## src/rtl/boot_loader_pkg.sv

```systemverilog
// Shared constants for the boot loader: FSM state encodings and header size.
// Latency: n/a (constants only).
// Backpressure: n/a.
package boot_loader_pkg;

    // FSM state encodings
    localparam logic [2:0] ST_LEN0 = 3'd0;  // waiting for count[7:0]
    localparam logic [2:0] ST_LEN1 = 3'd1;  // waiting for count[15:8]
    localparam logic [2:0] ST_DATA = 3'd2;  // receiving image bytes
    localparam logic [2:0] ST_CSUM = 3'd3;  // waiting for checksum byte
    localparam logic [2:0] ST_DONE = 3'd4;  // image loaded, core released
    localparam logic [2:0] ST_ERR  = 3'd5;  // load aborted, core held

    // Length header: little-endian word count
    localparam int HDR_BYTES = 2;

endpackage

```

## src/rtl/boot_loader_word_assembler.sv

```systemverilog
// Packs accepted bytes LSB-first into 32-bit words and pulses when one is complete.
// Latency: word_vld/word_dat registered, 1 cycle after the 4th byte is accepted.
// Backpressure: none of its own; only advances on byte_vld, so gaps stall it losslessly.
//
// Ports:
//   clk, rst            clock, synchronous active-high reset (drops any partial word)
//   byte_vld, byte_dat  one byte accepted this cycle
//   byte_cnt            slot the next accepted byte fills (0..3)
//   word_vld, word_dat  one-cycle completion pulse and the assembled word (held)
module boot_loader_word_assembler (
    input  logic        clk,
    input  logic        rst,
    input  logic        byte_vld,
    input  logic [7:0]  byte_dat,
    output logic [1:0]  byte_cnt,
    output logic        word_vld,
    output logic [31:0] word_dat
);

    // Holds bytes 0..2 of the word in progress; byte 3 goes straight to word_dat
    logic [23:0] shift_reg;

    always_ff @(posedge clk) begin
        if (rst) begin
            byte_cnt  <= 2'd0;
            shift_reg <= 24'd0;
            word_vld  <= 1'b0;
            word_dat  <= 32'd0;
        end else begin
            word_vld <= 1'b0;
            if (byte_vld) begin
                byte_cnt <= byte_cnt + 2'd1;
                case (byte_cnt)
                    2'd0: shift_reg[7:0]   <= byte_dat;
                    2'd1: shift_reg[15:8]  <= byte_dat;
                    2'd2: shift_reg[23:16] <= byte_dat;
                    default: begin
                        word_vld <= 1'b1;
                        word_dat <= {byte_dat, shift_reg};
                    end
                endcase
            end
        end
    end

endmodule

```

## src/rtl/boot_loader.sv

```systemverilog
// Boot loader: length-prefixed byte stream -> 32-bit words into instruction memory, then releases core reset.
// Latency: imem_we 1 cycle after the 4th byte of a word; done/core_rst change 1 cycle after DONE entry.
// Backpressure: rx_ready registered; high in LEN0/LEN1/DATA(/CSUM), low after reset, in DONE and ERR.
//
// Ports:
//   clk, rst                          clock, synchronous active-high reset
//   rx_valid, rx_data, rx_ready       byte stream handshake
//   imem_we, imem_addr, imem_wdata    instruction memory write port (byte address)
//   core_rst                          held high until the image is loaded
//   done, error                       sticky load status
// Optional feature macro: BOOT_CHECKSUM_EN (trailing XOR checksum byte after the data).
module boot_loader
    import boot_loader_pkg::*;
#(
    parameter int IMEM_WORDS = 64,
    parameter int ADDR_W     = 32
) (
    input  logic              clk,
    input  logic              rst,
    input  logic              rx_valid,
    input  logic [7:0]        rx_data,
    output logic              rx_ready,
    output logic              imem_we,
    output logic [ADDR_W-1:0] imem_addr,
    output logic [31:0]       imem_wdata,
    output logic              core_rst,
    output logic              done,
    output logic              error
);

    localparam int CNT_W = HDR_BYTES * 8;

    // Where the FSM goes once all data words (possibly zero) have been received
`ifdef BOOT_CHECKSUM_EN
    localparam logic [2:0] ST_AFTER_DATA = ST_CSUM;
`else
    localparam logic [2:0] ST_AFTER_DATA = ST_DONE;
`endif

    logic [2:0]        state;
    logic [2:0]        state_nxt;
    logic [CNT_W-1:0]  word_count;
    logic [CNT_W-1:0]  word_idx;
    logic [CNT_W-1:0]  count_full;
    logic [ADDR_W-1:0] addr_ext;
    logic [1:0]        byte_cnt;
    logic              accept;
    logic              data_acc;
    logic              word_last_byte;
    logic              rx_ready_nxt;

    assign accept         = rx_valid & rx_ready;
    assign data_acc       = accept && (state == ST_DATA);
    assign word_last_byte = data_acc && (byte_cnt == 2'd3);
    // Count as it stands once the high byte arriving this cycle is included
    assign count_full     = {rx_data, word_count[7:0]};
    assign addr_ext       = ADDR_W'(word_idx);

`ifdef BOOT_CHECKSUM_EN
    logic [7:0] csum;

    always_ff @(posedge clk) begin
        if (rst) begin
            csum <= 8'd0;
        end else if (data_acc) begin
            csum <= csum ^ rx_data;
        end
    end
`endif

    always_comb begin
        state_nxt = state;
        case (state)
            ST_LEN0: begin
                if (accept) state_nxt = ST_LEN1;
            end
            ST_LEN1: begin
                if (accept) begin
                    if (count_full == '0)
                        state_nxt = ST_AFTER_DATA;
                    else if (count_full > CNT_W'(IMEM_WORDS))
                        state_nxt = ST_ERR;
                    else
                        state_nxt = ST_DATA;
                end
            end
            ST_DATA: begin
                if (word_last_byte && (word_idx == word_count - 1'b1))
                    state_nxt = ST_AFTER_DATA;
            end
`ifdef BOOT_CHECKSUM_EN
            ST_CSUM: begin
                if (accept) state_nxt = (rx_data == csum) ? ST_DONE : ST_ERR;
            end
`endif
            ST_DONE: state_nxt = ST_DONE;
            ST_ERR:  state_nxt = ST_ERR;
            default: state_nxt = ST_ERR;
        endcase
    end

    // rx_ready is registered, so it is derived from the state being entered
    assign rx_ready_nxt = (state_nxt == ST_LEN0) || (state_nxt == ST_LEN1) ||
                          (state_nxt == ST_DATA) || (state_nxt == ST_CSUM);

    always_ff @(posedge clk) begin
        if (rst) begin
            state      <= ST_LEN0;
            rx_ready   <= 1'b0;
            imem_addr  <= '0;
            core_rst   <= 1'b1;
            done       <= 1'b0;
            error      <= 1'b0;
            word_count <= '0;
            word_idx   <= '0;
        end else begin
            state    <= state_nxt;
            rx_ready <= rx_ready_nxt;
            // Status follows the state one cycle after it is entered
            core_rst <= (state != ST_DONE);
            done     <= (state == ST_DONE);
            error    <= (state == ST_ERR);

            if (accept && (state == ST_LEN0)) word_count[7:0]  <= rx_data;
            if (accept && (state == ST_LEN1)) word_count[15:8] <= rx_data;

            // Address is latched alongside the assembler's word register
            if (word_last_byte) begin
                imem_addr <= addr_ext << 2;
                word_idx  <= word_idx + 1'b1;
            end
        end
    end

    boot_loader_word_assembler u_word_assembler (
        .clk      (clk),
        .rst      (rst),
        .byte_vld (data_acc),
        .byte_dat (rx_data),
        .byte_cnt (byte_cnt),
        .word_vld (imem_we),
        .word_dat (imem_wdata)
    );

endmodule

```

## config.mk

```make
export PLATFORM = sky130hd
export DESIGN_NAME = boot_loader
export DESIGN_NICKNAME = d
export VERILOG_FILES = /design/src/rtl/boot_loader_pkg.sv /design/src/rtl/boot_loader_word_assembler.sv /design/src/rtl/boot_loader.sv
export SDC_FILE = /design/constraint.sdc
export NUM_CORES = 1
export LEC_CHECK = 0
export ABC_AREA = 0
export CAP_MARGIN = 20
export CORE_AREA = 2 2 100 102
export CTS_CLUSTER_DIAMETER = 120
export DETAILED_ROUTE_END_ITERATION = 7
export DIE_AREA = 0 0 102 104
export GPL_TIMING_DRIVEN = 0
export PLACE_DENSITY = 0.87
export SETUP_SLACK_MARGIN = 0.5
export SLEW_MARGIN = 20
export SYNTH_ARGS = -nofsm -noshare
export SYNTH_HDL_FRONTEND = slang
export SYNTH_HIERARCHICAL = 1
export SYNTH_SLANG_ARGS = --single-unit
export TNS_END_PERCENT = 100
```

## constraint.sdc

```tcl
create_clock -name clk -period 5.3 [get_ports clk]
set_input_delay 0.795 -clock clk [delete_from_list [all_inputs] [get_ports clk]]
set_output_delay 0.795 -clock clk [all_outputs]
set_load 0.02 [all_outputs]
```

### After elaboration in Yosys (flattened, before gate mapping)

Index checks and enable logic that the tools add are counted.

* output and inout port bits: 69
* register bits: 114
* input port bits: 11

* equality and inequality tests: 12
* reductions and logical operators: 18
* $lt $le $gt $ge: 1
* mux-type cells: 7
* bitwise operators: 3
* add/sub/neg operators: 3

Operators by type and width (number)
* $add 16x1->16 const B: 1
* $eq 16x16->1: 1
* $gt 16x7->1 const B: 1
* $logic_not 16->1: 1
* $sub 16x1->16 const B: 1
* $mux 3: 5
* $pmux 3 s4: 1
* $eq 3x2->1 const B: 3
* $reduce_and 2->1: 4
* $eq 3x1->1 const B: 2
* $eq 3x3->1 const B: 2
* $logic_not 3->1: 2
* $logic_and 1x1->1: 5
* $eq 2x2->1 const B: 2
* $logic_or 1x1->1: 3
* $ne 3x3->1 const B: 1
* $reduce_or 3->1: 1
* $add 2x1->2 const B: 1
* $eq 2x1->1 const B: 1
* $logic_not 2->1: 1
* $not 1->1: 2
* $reduce_or 2->1: 1
* $and 1x1->1: 1
* $mux 1: 1

### Longest topological paths before layout

* depth after elaboration: 10
* mapped depth: 8
* gate-level depth less buffers: 8

### Hierarchy

The synthesis kept the hierarchy.

Modules (own cells, without submodules)
* boot_loader: instances 1, area an instance 2785.2 um2, sequential area each 1101.1 um2, cells an instance 333
* boot_loader_word_assembler: instances 1, area an instance 2364.8 um2, sequential area each 1181.1 um2, cells an instance 210

### Worst setup path after synthesis

OpenSTA, ideal clock, no wires.

* kind: input-to-reg
* from: input rx_valid
* to: register rx_ready
* data required time: 5.164 ns
* stages on the path: 7
* path buffers: 1
* data arrival time: 2.168 ns
* slack: 2.996 ns
* cells stage by stage: nand3b_4 > or3_1 > buf_2 > a2111oi_0 > nand3_1 > nor3_1 > a211oi_1

* longest elaborated chain between the ends: 10
* elaborated cells on any way between the ends: 15
* those cells by class: eq/ne (3); mux (4); bitwise (1); reduce/logical (7)

RTL lines
* start: declaration: RTL line boot_loader.sv:20 `input logic rx_valid,`
* $and 1x1->1 (*): RTL line boot_loader.sv:52 `assign accept = rx_valid & rx_ready;`
* $logic_and 1x1->1: RTL line boot_loader.sv:53 `assign data_acc = accept && (state == ST_DATA);`
* $logic_and 1x1->1: RTL line boot_loader.sv:54 `assign word_last_byte = data_acc && (byte_cnt == 2'd3);`
* $logic_and 1x1->1: RTL line boot_loader.sv:88 `if (word_last_byte && (word_idx == word_count - 1'b1))`
* $mux 3: RTL line boot_loader.sv:88
* $pmux 3 s4 (*): RTL line boot_loader.sv:73 `case (state)`
* $eq 3x1->1 / $logic_not 3->1 (equally long branches): RTL line boot_loader.sv:103 `assign rx_ready_nxt = (state_nxt == ST_LEN0) || (state_nxt == ST_LEN1) ||`
* $logic_or 1x1->1 (2 in series): RTL line boot_loader.sv:103
* $logic_or 1x1->1 (*): RTL line boot_loader.sv:104 `(state_nxt == ST_DATA) || (state_nxt == ST_CSUM);`
* end signal: assignment: RTL line boot_loader.sv:118 `rx_ready <= rx_ready_nxt;`
* end: declaration: RTL line boot_loader.sv:22 `output logic rx_ready,`

Mark *: on every way between the ends. The rest lies on a longest branch, timed or not.
A chain may end at the register's enable or synchronous reset.

### Final worst setup path

Same ends and word-level chain as after synthesis.

==> Flow_metrics.wiki <==
{| class="wikitable"
! Metric !! Value
|-
| Most common library cell in the layout ignoring fill and taps || sky130_fd_sc_hd__dfxtp_1
|-
| First DRT Iteration DRCs || 208
|-
| Path type of the worst min-delay path || reg2reg
|-
| Worst slack at placement || 2.09 ns
|-
| Height of the chip || 104 um
|-
| Layout cells sized above 1 || 10.9%
|-
| Routed len/inst || 15.1 um
|-
| Number of antenna violations at the first check in global routing || 0
|-
| Top flip-flop cell by instance count after synthesis || sky130_fd_sc_hd__dfxtp_1
|-
| Post-cts sizing count || 0
|-
| Die footprint || 10600 um2
|-
| Req. time, crit path || 5.67 ns
|-
| Arrival time of data at the critical path endpoint || 3.19 ns
|-
| Final count of negative-setup-slack endpoints || 0
|-
| Reported leakage power || 2.59 nW
|-
| Commonest non-fill, non-tap cells in the layout || 114 x sky130_fd_sc_hd__dfxtp_1, 74 x sky130_fd_sc_hd__mux2i_1, 66 x sky130_fd_sc_hd__nand2b_1
|-
| Post-synth design cell area || 5150 um2
|-
| Synthesis-stage register bit count || 114
|-
| Kind of end point of the critical path || flip-flop
|-
| Number of buffers on the longest clock path || 2
|-
| Number of diodes || 0
|-
| Depth of the most critical reg-to-reg path || 7
|-
| Setup crit start kind || input port
|-
| CTS tree || done
|-
| Accumulated negative setup slack || 0 ns
|-
| Fraction of the yosys area taken by sequential cells || 44.3%
|-
| Initial Utilization || 53.9%
|-
| Total power per unit cell area || 339 nW/um2
|-
| Half-perimeter wire length after detailed placement || 8.21 mm
|-
| Htree depth || 4
|-
| Number of remaining DRC errors || 0
|-
| Number of global-route vias before repair || 4042
|-
| Number of flops mapped to enable cells by yosys || 0
|-
| Number of vias per cell after detailed routing || 5.26
|-
| CP startpoint || rx_valid
|-
| RSZ-0062 raised after global routing || no
|-
| Area Overhead vs Synth || 28.9%
|-
| Worst max-slew margin expressed relative to the limit || 46.4%
|-
| Placement row count || 36
|-
| Vias after detailed routing || 4128
|-
| Input/output buffers || 62
|-
| Total global-route track usage || 22.9%
|-
| Critical-path maximum fanout || 9
|-
| # IOs || 80
|-
| Reg-to-reg endpoint || rx_ready
|-
| Slew at the pin with the worst max-slew slack || 0.801 ns
|-
| Post-route ant nets || 0
|-
| Mean area per synthesized cell || 9.48 um2
|-
| Count of different cell masters after synthesis || 50
|-
| Clock-pin slew on the worst setup and hold paths || 0.06 ns
|-
| Final Critical Period || 2.82 ns
|-
| Largest net degree at the start of global routing || 17
|-
| Aggregate routed wire length || 11.9 mm
|-
| Startpoint of the lowest-slack register-to-register path || state[1]
|-
| Count of mapped cells out of synthesis || 543
|-
| Worst Setup Slack, final || 2.48 ns
|-
| Master cell of the clock root buffer || sky130_fd_sc_hd__clkbuf_8
|-
| Clock latency on the worst-skew pair || 0.51 ns
|-
| Run status || completed
|-
| Final-report hold violation count || 0
|-
| Max-capacitance violation count || 0
|-
| First-pass DRT Iterations || 5
|-
| F_max || 354 MHz
|-
| Num CTS Buffers || 17
|-
| First-pass GRT wire length || 19.2 mm
|-
| RD Place Congestion || 0.853
|-
| CP endpoint || rx_ready
|-
| Core area || 9550 um2
|-
| Number of buffers inserted to repair setup after CTS || 0
|-
| Critical path start-end classification || in2reg
|-
| Final layout net count || 656
|-
| Share of the clock period used by the worst path after layout || 53.3%
|-
| Number of clock sinks || 114
|-
| Total gr overflow || 0
|-
| FFs w/ async S/R, synth || 0%
|-
| Reg2reg setup slack || 2.78 ns
|-
| Number of hold buffers added after CTS || 0
|-
| Width of the chip || 102 um
|-
| Max Transition Viols Final || 0
|-
| Number of flip-flops under the largest register name || 32
|-
| Highest ir drop seen on vdd || 0.000231 V
|-
| Worst clock skew || 0.0123 ns
|-
| Warning count from the yosys run || 6
|}
==> stage by stage <==
stage / instance area, um2 / cells / power, mW / hold slack [ns] / util, %
4_1_cts: 6640 / 785 / 2.27 / 0.458 / 69.5
5_1_grt: 6640 / 785 / 2.32 / 0.478 / 69.5
6_report: 6640 / 785 / 2.25 / 0.456 / 69.5
3_3_place_gp: 5990 / 753 / 1.04 / 0.445 / 62.8
2_1_floorplan: 5210 / 558 / 1.01 / 0.458 / -
3_5_place_dp: 5990 / 753 / 1.04 / 0.449 / 62.8
==> worst max-delay path, stage by stage <==
cell,delay [ns]
sky130_fd_sc_hd__clkdlybuf4s50_1,0.53
sky130_fd_sc_hd__nand3b_4,0.13
sky130_fd_sc_hd__or3_1,0.36
sky130_fd_sc_hd__buf_2,0.19
sky130_fd_sc_hd__a2111oi_0,0.51
sky130_fd_sc_hd__nand3_1,0.18
sky130_fd_sc_hd__nor3_1,0.37
sky130_fd_sc_hd__a211oi_1,0.12
==> layer usage <==
metal  up-vias  wire length (um)  GRT usage [%]
met2       125              6060           40.6
met4         0               306           8.76
met3        30               539           5.24
met5         -                 0              0
met1      1973              4960           26.3
li1       2000                 -              -
==> kinds of logic after synthesis <==
group	Yosys count	share of synthesized area [%]
compound gates	45	5.25
flops	114	44.3
other cells	1	0.0728
fa+ha+maj	6	1.46
simple gates	216	22.9
xor+xnor	33	5.61
buf+inv	53	5.83
mux	75	14.6
==> report_power, final <==
group,internal (mW),switching (mW),total (mW)
registers,0.864,0.00898,0.873
logic,0.0700,0.0886,0.159
clock network,0.814,0.407,1.22
==> cells in the mapped netlist (2+ instances only) <==
library cell | n | area [um2]
sky130_fd_sc_hd__nand2_1 | 47 | 176
sky130_fd_sc_hd__xnor2_1 | 15 | 131
sky130_fd_sc_hd__nor3b_1 | 3 | 22.5
sky130_fd_sc_hd__nor2_1 | 42 | 158
sky130_fd_sc_hd__nor3_1 | 11 | 55.1
sky130_fd_sc_hd__a21oi_1 | 23 | 115
sky130_fd_sc_hd__buf_4 | 17 | 128
sky130_fd_sc_hd__o21ai_0 | 7 | 35.0
sky130_fd_sc_hd__buf_6 | 2 | 22.5
sky130_fd_sc_hd__nand3_1 | 3 | 15.0
sky130_fd_sc_hd__and2_1 | 5 | 31.3
sky130_fd_sc_hd__clkbuf_1 | 21 | 78.8
sky130_fd_sc_hd__nor3_2 | 3 | 30.0
sky130_fd_sc_hd__or3_1 | 6 | 37.5
sky130_fd_sc_hd__or4_4 | 2 | 22.5
sky130_fd_sc_hd__nand2b_1 | 66 | 413
sky130_fd_sc_hd__nor4_1 | 5 | 31.3
sky130_fd_sc_hd__inv_1 | 7 | 26.3
sky130_fd_sc_hd__ha_1 | 6 | 75.1
sky130_fd_sc_hd__nand4_1 | 8 | 50.1
sky130_fd_sc_hd__mux2i_1 | 74 | 741
sky130_fd_sc_hd__dfxtp_1 | 114 | 2280
sky130_fd_sc_hd__a31oi_1 | 4 | 25.0
sky130_fd_sc_hd__and3_1 | 5 | 31.3
sky130_fd_sc_hd__buf_2 | 5 | 25.0
sky130_fd_sc_hd__xor2_1 | 18 | 158
==> worst min path at each step <==
stage / end / cells past startpoint / start / slack (ns)
floorplan: u_word_assembler/word_dat[23] / 2 / u_word_assembler/shift_reg[23] / 0.46
global placement: imem_addr[11] / 2 / imem_addr[11] / 0.44
detailed placement: imem_addr[3] / 2 / imem_addr[3] / 0.45
CTS: imem_addr[7] / 2 / imem_addr[7] / 0.46
global route: imem_addr[3] / 2 / imem_addr[3] / 0.48
finish: imem_addr[7] / 2 / imem_addr[7] / 0.46
==> layout make-up <==
| cell class | count | area, um2 |
|---|---|---|
| Buffer | 46 | 274 |
| Clock buffer | 17 | 414 |
| Clock inverter | 15 | 230 |
| Fill cell | 697 | 2910 |
| Inverter | 7 | 26.3 |
| Multi-Input combinational cell | 391 | 2620 |
| Sequential cell | 114 | 2280 |
| Tap cell | 133 | 166 |
| Timing Repair Buffer | 62 | 621 |
Power figures use the tool's default switching activity.
